[src/rtl/mem_arbiter.sv]
// mem_arbiter: serialises the mp4 instruction-fetch and load/store ports onto one word-level memory port.
// Build option MEM_ARB_ROUND_ROBIN_EN alternates grants under contention; otherwise data always wins.
module mem_arbiter (
  input  logic        clk,
  input  logic        rst,
  input  logic        inst_read,
  input  logic [31:0] inst_addr,
  output logic        inst_resp,
  output logic [31:0] inst_rdata,
  input  logic        data_read,
  input  logic        data_write,
  input  logic [3:0]  data_mbe,
  input  logic [31:0] data_addr,
  input  logic [31:0] data_wdata,
  output logic        data_resp,
  output logic [31:0] data_rdata,
  output logic        mem_read,
  output logic        mem_write,
  output logic [3:0]  mem_mbe,
  output logic [31:0] mem_addr,
  output logic [31:0] mem_wdata,
  input  logic        mem_resp,
  input  logic [31:0] mem_rdata
);

  typedef enum logic [1:0] {
    IDLE      = 2'd0,
    INST_BUSY = 2'd1,
    DATA_BUSY = 2'd2
  } state_e;

  state_e      state_q, state_d;
  logic [31:0] addr_q, addr_d;
  logic [31:0] wdata_q, wdata_d;
  logic [3:0]  mbe_q, mbe_d;
  logic        mem_read_q, mem_read_d;
  logic        mem_write_q, mem_write_d;
  logic        inst_req_s;
  logic        data_req_s;
  logic        grant_data_s;

  assign inst_req_s = inst_read;
  assign data_req_s = data_read | data_write;

`ifdef MEM_ARB_ROUND_ROBIN_EN
  // last_grant_q: 1'b1 = data was granted last, 1'b0 = inst (reset value, so data wins first contention)
  logic last_grant_q, last_grant_d;

  // Contention goes to whichever port was not granted last
  always_comb begin
    if (inst_req_s && data_req_s) begin
      grant_data_s = ~last_grant_q;
    end else begin
      grant_data_s = data_req_s;
    end
  end
`else
  assign grant_data_s = data_req_s;
`endif

  // Next-state, latched transaction and response strobes
  always_comb begin
    state_d     = state_q;
    addr_d      = addr_q;
    wdata_d     = wdata_q;
    mbe_d       = mbe_q;
    mem_read_d  = mem_read_q;
    mem_write_d = mem_write_q;
    inst_resp   = 1'b0;
    data_resp   = 1'b0;
`ifdef MEM_ARB_ROUND_ROBIN_EN
    last_grant_d = last_grant_q;
`endif
    case (state_q)
      IDLE: begin
        if (grant_data_s) begin
          state_d     = DATA_BUSY;
          addr_d      = data_addr;
          wdata_d     = data_wdata;
          mbe_d       = data_mbe;
          mem_write_d = data_write;  // read+write together is a write
          mem_read_d  = ~data_write;
`ifdef MEM_ARB_ROUND_ROBIN_EN
          last_grant_d = 1'b1;
`endif
        end else if (inst_req_s) begin
          state_d     = INST_BUSY;
          addr_d      = inst_addr;
          mbe_d       = 4'hF;
          mem_read_d  = 1'b1;
          mem_write_d = 1'b0;
`ifdef MEM_ARB_ROUND_ROBIN_EN
          last_grant_d = 1'b0;
`endif
        end else begin
          state_d = IDLE;
        end
      end
      INST_BUSY: begin
        if (mem_resp) begin
          inst_resp   = 1'b1;
          state_d     = IDLE;
          mem_read_d  = 1'b0;
          mem_write_d = 1'b0;
        end else begin
          state_d = INST_BUSY;
        end
      end
      DATA_BUSY: begin
        if (mem_resp) begin
          data_resp   = 1'b1;
          state_d     = IDLE;
          mem_read_d  = 1'b0;
          mem_write_d = 1'b0;
        end else begin
          state_d = DATA_BUSY;
        end
      end
      default: begin
        state_d     = IDLE;
        mem_read_d  = 1'b0;
        mem_write_d = 1'b0;
      end
    endcase
  end

  // State and memory-port registers; reset abandons any transaction in flight
  always_ff @(posedge clk) begin
    if (!rst) begin
      state_q     <= IDLE;
      addr_q      <= 32'h0000_0000;
      wdata_q     <= 32'h0000_0000;
      mbe_q       <= 4'h0;
      mem_read_q  <= 1'b0;
      mem_write_q <= 1'b0;
`ifdef MEM_ARB_ROUND_ROBIN_EN
      last_grant_q <= 1'b0;
`endif
    end else begin
      state_q     <= state_d;
      addr_q      <= addr_d;
      wdata_q     <= wdata_d;
      mbe_q       <= mbe_d;
      mem_read_q  <= mem_read_d;
      mem_write_q <= mem_write_d;
`ifdef MEM_ARB_ROUND_ROBIN_EN
      last_grant_q <= last_grant_d;
`endif
    end
  end

  assign mem_read   = mem_read_q;
  assign mem_write  = mem_write_q;
  assign mem_addr   = addr_q;
  assign mem_wdata  = wdata_q;
  assign mem_mbe    = mbe_q;
  assign inst_rdata = mem_rdata;
  assign data_rdata = mem_rdata;

endmodule

[config.mk]
export PLATFORM = sky130hd
export DESIGN_NAME = mem_arbiter
export DESIGN_NICKNAME = d
export VERILOG_FILES = /design/src/rtl/mem_arbiter.sv
export SDC_FILE = /design/constraint.sdc
export NUM_CORES = 1
export LEC_CHECK = 0
export CELL_PAD_IN_SITES_DETAIL_PLACEMENT = 1
export CELL_PAD_IN_SITES_GLOBAL_PLACEMENT = 2
export CORE_MARGIN = 5
export CORE_UTILIZATION = 18
export DETAILED_ROUTE_END_ITERATION = 16
export HOLD_SLACK_MARGIN = 0.08
export PLACE_DENSITY = 0.85
export RECOVER_POWER = 50
export SLEW_MARGIN = 20
export SYNTH_ARGS = -nofsm -noshare
export SYNTH_HDL_FRONTEND = slang
export SYNTH_SLANG_ARGS = --single-unit
[constraint.sdc]
create_clock -name clk -period 3.25 [get_ports clk]
set_input_delay 0.65 -clock clk [delete_from_list [all_inputs] [get_ports clk]]
set_output_delay 0.65 -clock clk [all_outputs]
set_load 0.02 [all_outputs]
== After elaboration in Yosys (flattened, before gate mapping) ==
Cells that the tools add are included.

* Flip-flop bits (word level): 72
* Bits of input ports: 138

* Reduce and logical (&&, ||, !) cells: 6
* Bitwise gates (word level): 2
* Equality and inequality tests: 4
* Multiplexer cells: 19

{| class="wikitable"
|+ Operators with widths
! operator !! number
|-
| 32-bit 2-to-1 mux || 2
|-
| 1-bit 2-to-1 mux || 10
|-
| 4-bit 2-to-1 mux || 2
|-
| 2-bit case mux with 3 select lines || 1
|-
| 2-bit AND reduction || 3
|-
| 2-bit 2-to-1 mux || 2
|-
| 1-bit case mux with 2 select lines || 2
|-
| 3-bit inequality test, second input constant || 1
|-
| 2-bit by 1-bit == test with 1-bit output, second input constant || 1
|-
| 2-bit == test, second input constant || 1
|-
| 2-bit zero test || 1
|-
| 2-bit by 1-bit inequality test with 1-bit output, second input constant || 1
|-
| 2-bit nonzero test || 1
|-
| 2-bit OR reduction || 1
|-
| 1-bit NOT || 1
|-
| 1-bit OR || 1
|}

== Longest topological paths before layout ==
* Depth in word-level cells: 4
* Gate-level depth with buffers: 6
* Mapped depth without buffers: 5

== Worst setup path before layout ==
Ideal clock, no wire load.

* Kind: in2out
* Start point: input port mem_resp
* End point: output port inst_resp
* Slack: 1734 ps
* Stages on the path: 1
* Arrival time: 866 ps
* Data required time: 2600 ps
* Buffers on the path: 0
* Cell sequence: and2_1

* Longest elaborated chain between the ends: 2

{| class="wikitable"
|+ RTL lines
! item !! RTL line !! source
|-
| start, declared || 22 || <nowiki>input logic mem_resp,</nowiki>
|-
| 1-bit 2-to-1 mux || 100 || <nowiki>if (mem_resp) begin</nowiki>
|-
| 1-bit 2-to-1 mux || 74 || <nowiki>case (state_q)</nowiki>
|-
| end, declared || 8 || <nowiki>output logic inst_resp,</nowiki>
|}

No other way between the ends.

== Worst setup path in the final report ==
Same ends and word-level chain as after synthesis.

==> metrics.txt <==
status finished clean; area of the core 18800 µm²; Setup CP Type in2out; vias in the first global route 3380; CTS root buf clkbuf_16; Sink Count 72; final cycle utilization of the critical path 0.778; layout cells sized above 1 0.0530; slowest stage delay, CP 600 ps; Total Wirelength 11000 µm; Die Ht 148 µm; total global routing overflow 0; Post-Syn Nets 526; RR Endpoint mem_addr[28]; TritonCTS Buffers 9; CTS clk-pin slew, worst paths 60 ps; clock skew 8.64 ps; Max Cap Violations 0; critical path endpoint inst_resp; clk_lat worst skew 330 ps; Crit path top cell by count clkdlybuf4s50_1; Max rail drop VDD 216 µV; Netlist Area Pre-Place 3450 µm²; final net count 630; Initial Util 0.184; Final Hold Viols 0; Cell variety after synth 23; sequential fraction of the synthesis area 0.418; H-tree depth 3; Least-Margin Pin Slew 1410 ps; Routability Congestion 0.712; Worst setup startpoint mem_resp; Die X 148 µm; Finished Cell Area 5220 µm²; worst min-delay path category reg2reg; flops & latches, synth 72; Critical Path Slowest Stage Cell clkdlybuf4s50_1; pwr/cell area 511 nW/µm²; sequential share of power 0.383; CP Cell Sequence clkdlybuf4s50_1, and2_1, clkdlybuf4s50_1; Port Buffers 177; syn_area_per_cell 9.00 µm²; Slew Limit Fails 0; Post-DP Area 4920 µm²; DP HPWL 8290 µm; Sw Pwr 0.000750 W; num rows 50; Slew HR 0.0631; full die area 22000 µm²; Setup crit start kind input pin; CTS tree built; FF-to-FF Start state_q[0]; switch share 0.281; clk buf depth 2; DR pass1 iterations 3; hold_buf cts 0; flop2flop setup slack 1480 ps; Top Ports 274; most frequent cells in the layout clkdlybuf4s50_1, dfxtp_1, nand2_1; WP data required 2600 ps; vias 2995; Area growth, synth to finish 51.3%; number of DRC markers in iteration 0 52; Vias/cell 4.13; Arr. time, crit path 1880 ps; worst-path fanout max 3; Wirelength per Cell 15.1 µm; Period minus WS final 2530 ps; largest net degree at the start of global routing 69; leak pwr 1.95 nW; Ys Warns 0; antenna-violating nets left 0; first-pass GRT wire length 17600 µm; setup TNS 0 ps; Combinational Power Share 0.244; commonest non-fill, non-tap cell in the layout clkdlybuf4s50_1; Mapped Cells 383; post-CTS setup buffers 0; post_cts resized 0; total track usage 0.0998; P_int 0.00191 W; Clk network pwr share 0.373; initial antenna violation count 0; Final setup violation count 0; reg2reg path depth 5; Remaining DRCs 0; RSZ-0062 raised after global routing false; Peak Freq 0.395 GHz; CP endpoint kind output pin
==> stage by stage <==
step	worst slack [ps]	power, W	utilization	hold slack [ps]	instances
2_1_floorplan	1730	0.00146	-	533	383
3_3_place_gp	735	0.00169	0.262	452	710
6_report	721	0.00266	0.278	458	726
4_1_cts	716	0.00275	0.278	471	725
3_5_place_dp	725	0.00171	0.262	461	710
5_1_grt	391	0.00283	0.278	490	725
==> cell usage after synthesis <==
| library cell | number | area (µm²) |
|---|---|---|
| a21boi_0 | 32 | 240 |
| a21oi_1 | 33 | 165 |
| a32oi_1 | 2 | 17.5 |
| and2_1 | 2 | 12.5 |
| buf_2 | 1 | 5.00 |
| buf_4 | 73 | 548 |
| buf_6 | 3 | 33.8 |
| clkbuf_1 | 11 | 41.3 |
| dfxtp_1 | 72 | 1440 |
| ha_1 | 5 | 62.6 |
| inv_1 | 4 | 15.0 |
| mux2i_1 | 34 | 340 |
| nand2_1 | 66 | 248 |
| nand2b_1 | 1 | 6.26 |
| nand3_1 | 1 | 5.00 |
| nand3b_1 | 1 | 7.51 |
| nor2_1 | 2 | 7.51 |
| nor2_4 | 1 | 11.3 |
| o21a_1 | 1 | 7.51 |
| o21ai_0 | 32 | 160 |
| o21ai_2 | 1 | 8.76 |
| o221a_2 | 4 | 45.0 |
| o31a_4 | 1 | 17.5 |
==> per-layer routing <==
layer  wire length, µm  GRT usage  up-vias
met5                 0          0        -
met1              4310      0.105     1377
met3              1130     0.0384       48
met4               422     0.0591        0
li1                  -          -     1437
met2              5100      0.169      133
==> kinds of logic after synthesis <==
kind of cell,Yosys count,synth area share
compound gates,106,0.192
fa+ha+maj,5,0.0181
buf+inv,92,0.187
flops,72,0.418
mux,34,0.0987
simple gates,74,0.0864
==> critical path: cells and delay by family <==
family	cells	cell delay [ps]
buf+inv	2	1100
simple gates	1	130
==> flip-flops by register name, summed over array words and instances, names as in the netlist <==
signal / cells
mem_addr: 32
mem_mbe: 4
mem_read: 1
mem_wdata: 32
mem_write: 1
state_q: 2
==> power by group through the flow <==
| stage | Clock [W] | Sequential, W | Combinational, W |
|---|---|---|---|
| after floorplan | 0 | 0.00114 | 0.000325 |
| after global placement | 0 | 0.00103 | 0.000653 |
| after detailed placement | 0 | 0.00104 | 0.000667 |
| after CTS | 0.00105 | 0.00102 | 0.000670 |
| after global routing | 0.00109 | 0.00103 | 0.000709 |
| final | 0.000994 | 0.00102 | 0.000650 |
==> final cells by class <==
class | instances | area [µm²]
fill | 2166 | 13600
antenna | 1 | 2.50
sequential | 72 | 1440
clock inverter | 5 | 57.6
tap | 234 | 293
clock buffer | 10 | 239
multi-input combinational | 219 | 1360
timing repair buffer | 181 | 1810
inverter | 4 | 15.0
==> worst min-delay path by stage <==
stage / from / endpoint / slack (ps) / depth (start not counted)
after floorplan: mem_read / mem_read / 530 / 2
after global placement: mem_wdata[19] / mem_wdata[19] / 450 / 2
after detailed placement: mem_wdata[23] / mem_wdata[23] / 460 / 2
after CTS: mem_read / mem_read / 470 / 2
after global routing: mem_read / mem_read / 490 / 2
final: mem_read / mem_read / 460 / 2
Note: power is estimated with default switching activity, not from simulation.
